File: src/rtl/rx_frontend.sv
// rx_frontend: UART receive front-end with mid-bit sampling from a fractional baud accumulator.
// Produces one data byte per frame, flagging parity and framing errors.
module rx_frontend (
  input  logic        clk_i,
  input  logic        rst_ni,
  input  logic [15:0] cr_acc_incr_i,
  input  logic        cr_ds_i,
  input  logic [1:0]  cr_p_i,
  input  logic        cr_s_i,
  input  logic        uart_rx_i,
  output logic [7:0]  dr_o,
  output logic        output_valid_o,
  output logic        parity_error_o,
  output logic        frame_error_o
);
  typedef enum logic [2:0] {IDLE, START, DATA, PARITY, STOP} state_t;
  state_t      state_q, state_d;
  logic [2:0]  sync_q;
  logic [15:0] acc_q, acc_d;
  logic [16:0] sum;
  logic        rx_s, fall, ovf;
  logic        ds_q, ds_d, s_q, s_d, par_q, par_d, perr_q, perr_d, ferr_q, ferr_d, stop_q, stop_d;
  logic [1:0]  p_q, p_d;
  logic [2:0]  idx_q, idx_d;
  logic [7:0]  dr_q, dr_d, dro_d;
  logic        valid_d, pe_d, fe_d;
  // sync_q[1] is the synchronised line, sync_q[2] its previous value
  assign rx_s = sync_q[1];
  assign fall = sync_q[2] & ~sync_q[1];
  assign sum  = {1'b0, acc_q} + {1'b0, cr_acc_incr_i};
  assign ovf  = sum[16];
  always_ff @(posedge clk_i or negedge rst_ni) begin
    if (!rst_ni) begin
      state_q        <= IDLE;
      sync_q         <= 3'b111;
      acc_q          <= '0;
      ds_q           <= 1'b0;
      p_q            <= '0;
      s_q            <= 1'b0;
      par_q          <= 1'b0;
      perr_q         <= 1'b0;
      ferr_q         <= 1'b0;
      stop_q         <= 1'b0;
      idx_q          <= '0;
      dr_q           <= '0;
      dr_o           <= '0;
      output_valid_o <= 1'b0;
      parity_error_o <= 1'b0;
      frame_error_o  <= 1'b0;
    end else begin
      state_q        <= state_d;
      sync_q         <= {sync_q[1:0], uart_rx_i};
      acc_q          <= acc_d;
      ds_q           <= ds_d;
      p_q            <= p_d;
      s_q            <= s_d;
      par_q          <= par_d;
      perr_q         <= perr_d;
      ferr_q         <= ferr_d;
      stop_q         <= stop_d;
      idx_q          <= idx_d;
      dr_q           <= dr_d;
      dr_o           <= dro_d;
      output_valid_o <= valid_d;
      parity_error_o <= pe_d;
      frame_error_o  <= fe_d;
    end
  end
  always_comb begin
    state_d = state_q;
    acc_d   = sum[15:0];
    ds_d    = ds_q;
    p_d     = p_q;
    s_d     = s_q;
    par_d   = par_q;
    perr_d  = perr_q;
    ferr_d  = ferr_q;
    stop_d  = stop_q;
    idx_d   = idx_q;
    dr_d    = dr_q;
    dro_d   = dr_o;
    valid_d = 1'b0;
    pe_d    = parity_error_o;
    fe_d    = frame_error_o;
    case (state_q)
      IDLE: if (fall) begin
        state_d = START;
        acc_d   = 16'h8000;
        ds_d    = cr_ds_i;
        p_d     = cr_p_i;
        s_d     = cr_s_i;
        par_d   = cr_p_i[0];
        perr_d  = 1'b0;
        ferr_d  = 1'b0;
        idx_d   = '0;
        dr_d    = '0;
      end
      START: if (ovf) state_d = rx_s ? IDLE : DATA;
      DATA: if (ovf) begin
        dr_d[idx_q] = rx_s;
        par_d       = par_q ^ rx_s;
        idx_d       = idx_q + 3'd1;
        if (idx_q == {2'b11, ds_q}) begin
          state_d = (p_q != 2'b00) ? PARITY : STOP;
          stop_d  = s_q;
        end
      end
      PARITY: if (ovf) begin
        perr_d  = rx_s ^ par_q;
        state_d = STOP;
      end
      STOP: if (ovf) begin
        ferr_d = ferr_q | ~rx_s;
        stop_d = 1'b0;
        if (!stop_q) begin
          state_d = IDLE;
          valid_d = 1'b1;
          dro_d   = dr_q;
          pe_d    = perr_q;
          fe_d    = ferr_d;
        end
      end
      default: state_d = IDLE;
    endcase
  end
endmodule

File: config.mk
export PLATFORM = sky130hd
export DESIGN_NAME = rx_frontend
export DESIGN_NICKNAME = d
export VERILOG_FILES = /design/src/rtl/rx_frontend.sv
export SDC_FILE = /design/constraint.sdc
export NUM_CORES = 1
export LEC_CHECK = 0
export CORE_UTILIZATION = 56
export DETAILED_ROUTE_END_ITERATION = 10
export MAX_ROUTING_LAYER = met4
export PLACE_DENSITY = 0.8
export SYNTH_ARGS = -nofsm -noshare
export SYNTH_HDL_FRONTEND = slang
export SYNTH_SLANG_ARGS = --single-unit
File: constraint.sdc
create_clock -name clk_i -period 3.3 [get_ports clk_i]
set_clock_uncertainty 0.2 [all_clocks]
set_input_delay 0.33 -clock clk_i [delete_from_list [all_inputs] [get_ports clk_i]]
set_output_delay 0.33 -clock clk_i [all_outputs]
set_load 0.02 [all_outputs]
# Word-level counts from Yosys, hierarchy flattened

Index checks and enable logic that the tools add are counted.

Register bits after elaboration: 52
Latch bits: 0
Memory bits (writable): 0
Bits in read-only memories: 0
Input port bits: 23
Output and inout port bits: 11
Logic and storage cells: 86
Memories: 0

Add/subtract/negate cells: 2
$mul: 0
Divide/modulo/power cells: 0
$lt $le $gt $ge: 2
Eq/ne operators: 12
Shift operators: 0
Multiplexer cells: 35
Bitwise gates (word level): 5
Reduce and logical (&&, ||, !) cells: 14

Operators by type and width:

| operator              | count |
|---|---|
| $mux W16              | 2 |
| $mux W3               | 10 |
| $add A16 B16 Y17      | 1 |
| $mux W8               | 2 |
| $pmux W8 S2           | 1 |
| $pmux W3 S5           | 1 |
| $ne A2 B2 Y1 const B  | 7 |
| $reduce_and A3 Y1     | 4 |
| $mux W1               | 11 |
| $reduce_bool A2 Y1    | 5 |
| $bwmux W8             | 1 |
| $pmux W1 S2           | 4 |
| $reduce_and A7 Y1     | 1 |
| $eq A3 B2 Y1 const B  | 2 |
| $pmux W3 S2           | 1 |
| $lt A3 B4 Y1 const B  | 1 |
| $reduce_and A4 Y1     | 1 |
| $add A3 B1 Y3 const B | 1 |
| $demux W1 S3          | 1 |
| $eq A3 B1 Y1 const B  | 1 |
| $eq A3 B3 Y1          | 1 |
| $eq A3 B3 Y1 const B  | 1 |
| $ge A3 B1 Y1 const B  | 1 |
| $logic_not A3 Y1      | 1 |
| other kinds (7)       | 8 |

# Depth between registers and ports, before layout

Gate-level depths: netlist (run 1).

Depth in word-level cells: 7
Gate-level depth with buffers: 10
Gate-level depth less buffers: 9

# Worst setup path after synthesis (run 1)

OpenSTA, ideal clock, no wires.

Path type: input -> register
Start point: in cr_acc_incr_i[0]
End point: reg dr_o[0]
Data arrival time: 2.509 ns
Required time: 2.975 ns
Slack: 0.466 ns
Cell stages on the path: 10
Path buffers: 1
Cells stage by stage: ha_1 -> inv_1 -> fa_1 -> and2b_1 -> o31a_1 -> o211ai_1 -> a221o_2 -> nor3_4 -> buf_6 -> mux2_2

Cells in the longest elaborated chain, start to end: 2

Ends and longest elaborated chain:

| element                            | RTL line | RTL |
|---|---|---|
| start, declared                    | 6        | `input logic [15:0] cr_acc_incr_i,` |
| $add A16 B16 Y17                   | 30       | `assign sum = {1'b0, acc_q} + {1'b0, cr_acc_incr_i};` |
| $reduce_and A3 Y1 (no source line) | --       |  |
| end signal, assigned               | 63       | `dr_o <= dro_d;` |
| end, declared                      | 11       | `output logic [7:0] dr_o,` |

No other way between the ends.
A chain may end at the register's enable or synchronous reset.

# Worst setup path after layout (run 1)

Start point: in cr_acc_incr_i[0]
End point: reg dr_q[2]

Cells in the longest elaborated chain, start to end: 3

Ends and longest elaborated chain:

| element                            | RTL line | RTL |
|---|---|---|
| $add A16 B16 Y17                   | 30       |  |
| $ne A2 B2 Y1 (no source line)      | --       |  |
| $reduce_and A3 Y1 (no source line) | --       |  |
| end signal, assigned               | 62       | `dr_q <= dr_d;` |
| end, declared                      | 25       | `logic [7:0] dr_q, dr_d, dro_d;` |

No other way between the ends.

==> results.cfg, run 1 <==
[run_status]
status = finished clean

[logic_synthesis]
ys.flop_type = dfrtp_1
syn_nets = 318
yosysTopAreaCellShare_pct = 42.9
ys.warnings.count = 0
seq_area_frac_synth_pct = 45.6
synth_edf_count = 0
async_flop_share_pct = 100
synth_seq_cells = 52
syn_area_mm2 = 0.00286
synth.distinct_cells = 50
synth_area_leader_cell = dfrtp_1
avgSynthCellArea_um2 = 10.3
synthTopCellsByArea = dfrtp_1 (43%), ha_1 (7.4%), nand2_1 (4.9%)
postSynthCellCount = 277

[setup_path]
reg2reg_to = dr_q[2]
slowest_delay_ns = 0.46
startpoint = cr_acc_incr_i[0]
regToRegSetupSlack_ns = 0.40
ff2ff_path_depth = 10
crit_path_start_kind = primary input
critPathKind = in -> reg
path_cells = clkdlybuf4s50_1 -> ha_1 -> inv_1 -> fa_1 -> and2b_1 -> o31a_1 -> o211ai_1 -> a221o_2 -> buf_12 -> nor4_1 -> mux2i_1
end_kind = flop
critPathMaxFanout = 13
worstPathRequired_ns = 3.34
worstPathArrival_ns = 3.09
r2r_start = acc_q[0]
cp_slowest_cell = clkdlybuf4s50_1

[global_routing]
grt_max_degree = 53
grt_overflow = 0
grt_pass1_wl_um = 10100
grt_use_total_pct = 25.7
grt_antenna_before_repair = 0
grt_pass1_vias = 2117

[cells_and_area]
final-seq-area_mm2 = 0.00131
syn_to_final_growth_pct = 19.6
final_nets = 357
num-fill-cells = 378
diodes = 0
drive_above_1_share_pct = 10.7
multi_input_area_mm2 = 0.00147
fin_util_pct = 71.0

[timing]
fin_crit_sh_pct = 92.4
tightest_slew_ns = 0.773
rsz0062_at_grt = false
finalSetupViolCount = 0
fmax_mhz = 328
min_period_ns = 3.05
final_hold_viol_count = 0
slew_headroom_pct = 48.5
finalMaxSlewViolations = 0

[drt]
routed_wl_um = 5920
drcViolationCount = 0
routed_via_density = 5.86
wl_per_cell_um = 15.4
vias = 2249
drt-pass1-iter-count = 5
ant_nets = 0
drt_iter0_drc = 156

[placed_design]
io_buffers = 33
place_congestion = 0.858
dp_hpwl_um = 4090

[clock_tree]
clockBufferDepth = 2
cts_resized = 0
hold_buffers = 1
postCtsSetupBuffers = 0
path_clk_slew_ns = 0.09
cts_made_buffers = 5
cts_tree = yes
cts.sinks = 52
clk_latency_ns = 0.31
root_buffer = clkbuf_8
htree_num_levels = 2

[run]
cap_violations = 0

[floorplanning]
core_area_mm2 = 0.00482
die-area_mm2 = 0.00540
die_x_um = 73.5
io_pins = 34
rows = 25
start_util_pct = 59.4
die_h_um = 73.5

[min_path]
whs_endpoint = sync_q[1]
whs_path_depth = 0
min_path_type = reg -> reg
min_from = sync_q[0]

[power_and_ir_drop]
ir_drop_uv = 456
finalPower_mw = 3.04
power_density_mw_per_mm2 = 888
p_leak_nw = 1.54
==> flip-flops by register name, summed over array words and instances, names as in the netlist <==
register,count
ferr_q,1
stop_q,1
ds_q,1
s_q,1
sync_q,3
par_q,1
output_valid_o,1
dr_q,8
parity_error_o,1
frame_error_o,1
acc_q,16
dr_o,8
p_q,2
state_q,3
idx_q,3
perr_q,1
==> synthesized netlist by cell type, drive strengths merged (3+ instances only) <==
master and n:
o211ai 6, clkbuf 6, o21ai 10, nor2 22
nor3 9, mux2i 12, a21oi 10, nand2 37
mux2 10, nand3 5, xnor2 6, dfstp 3
dfrtp 49, nor2b 4, o2111ai 3, a21o 4
nor4 7, inv 8, xor2 3, ha 17
a211oi 4, o21a 5, nand2b 6, buf 4
==> routing by layer <==
layer	GRT usage (%)	up-vias	wire, um
met5	-	-	0
met4	9.62	0	100
met3	3.29	9	305
met2	39.0	75	2830
met1	35.5	1087	2680
li1	-	1078	-
==> through the flow <==
| step | hold slack [ns] | setup TNS [ns] | worst slack (ns) | instance area (um^2) | instances |
|---|---|---|---|---|---|
| after floorplan | -0.166 | 0 | 0.466 | 2860 | 277 |
| after global placement | 0.146 | 0 | 0.0205 | 3300 | 375 |
| after detailed placement | 0.153 | -0.549 | -0.0778 | 3300 | 375 |
| after CTS | 0.168 | 0 | 0.235 | 3420 | 384 |
| after global routing | 0.171 | 0 | 0.0981 | 3420 | 384 |
| final | 0.169 | 0 | 0.249 | 3420 | 384 |
==> power breakdown <==
| part | internal [mW] | switching (mW) | total, mW |
|---|---|---|---|
| clock | 0.229 | 0.217 | 0.447 |
| sequential | 0.890 | 0.153 | 1.04 |
| combinational | 0.678 | 0.872 | 1.55 |
| total | 1.80 | 1.24 | 3.04 |
==> how the worst max path moves through the flow <==
stage / to / slack, ns / depth (start not counted)
2_1_floorplan: dr_o[0] / 0.47 / 10
3_3_place_gp: dr_o[5] / 0.02 / 11
3_5_place_dp: dr_q[2] / -0.08 / 11
4_1_cts: dr_q[2] / 0.23 / 11
5_1_grt: dr_q[2] / 0.1 / 11
6_report: dr_q[2] / 0.25 / 11
==> final cells by class <==
type                       instances  area share (%)
inverter                           8           0.878
tap                               67            2.45
sequential                        52            38.1
clock buffer                       6            2.12
multi-input combinational        207            43.0
timing repair buffer              42            12.3
clock inverter                     2            1.13
==> kinds of logic after synthesis <==
| logic type | synth area share (%) |
|---|---|
| DFF | 45.6 |
| AOI/OAI and AO/OA | 14.7 |
| xor gates and xnor gates | 2.76 |
| adders and majority gates | 8.14 |
| buffers and inverters | 2.93 |
| and+or+nand+nor | 17.7 |
| muxes | 8.14 |
==> worst max-delay path, delay by kind of cell <==
family	cells	cell delay (ns)
AO/OA/AOI/OAI	3	0.68
adder cells (fa/ha/maj)	2	0.53
buffers and inverters	3	0.68
multiplexers	1	0.23
AND/OR/NAND/NOR	2	0.62
==> cell usage in the layout (no fill, tap or decap), drive strengths merged, types with 2 or more instances in the layout <==
cell type,Yosys,routed
o311ai,2,2
clkbuf,6,6
mux2,10,10
nor3,9,9
dfrtp,49,49
nand2b,6,6
nand4,2,2
and3,2,2
inv,8,9
nor4,7,7
o211ai,6,6
o2111ai,3,3
o21bai,2,2
dfstp,3,3
ha,17,17
nor2,22,22
a21o,4,4
a221o,2,2
and2,2,2
o21a,5,5
xnor2,6,6
o21ai,10,10
xor2,3,3
nand3,5,5
a311oi,2,2
a21oi,10,10
nor2b,4,4
a211oi,4,4
clkdlybuf4s50,0,32
buf,4,9
mux2i,12,12
nand2,37,37
(Power assumes the default switching activity.)
==> run 2, diff against run 1 <==
CAP_MARGIN = 0   (was unset)
CTS_CLUSTER_DIAMETER = 120   (was unset)
TNS_END_PERCENT = 50   (was unset)
==> results of run 2 <==
The final DEF is identical to that of run 1; final timing and power are the same.
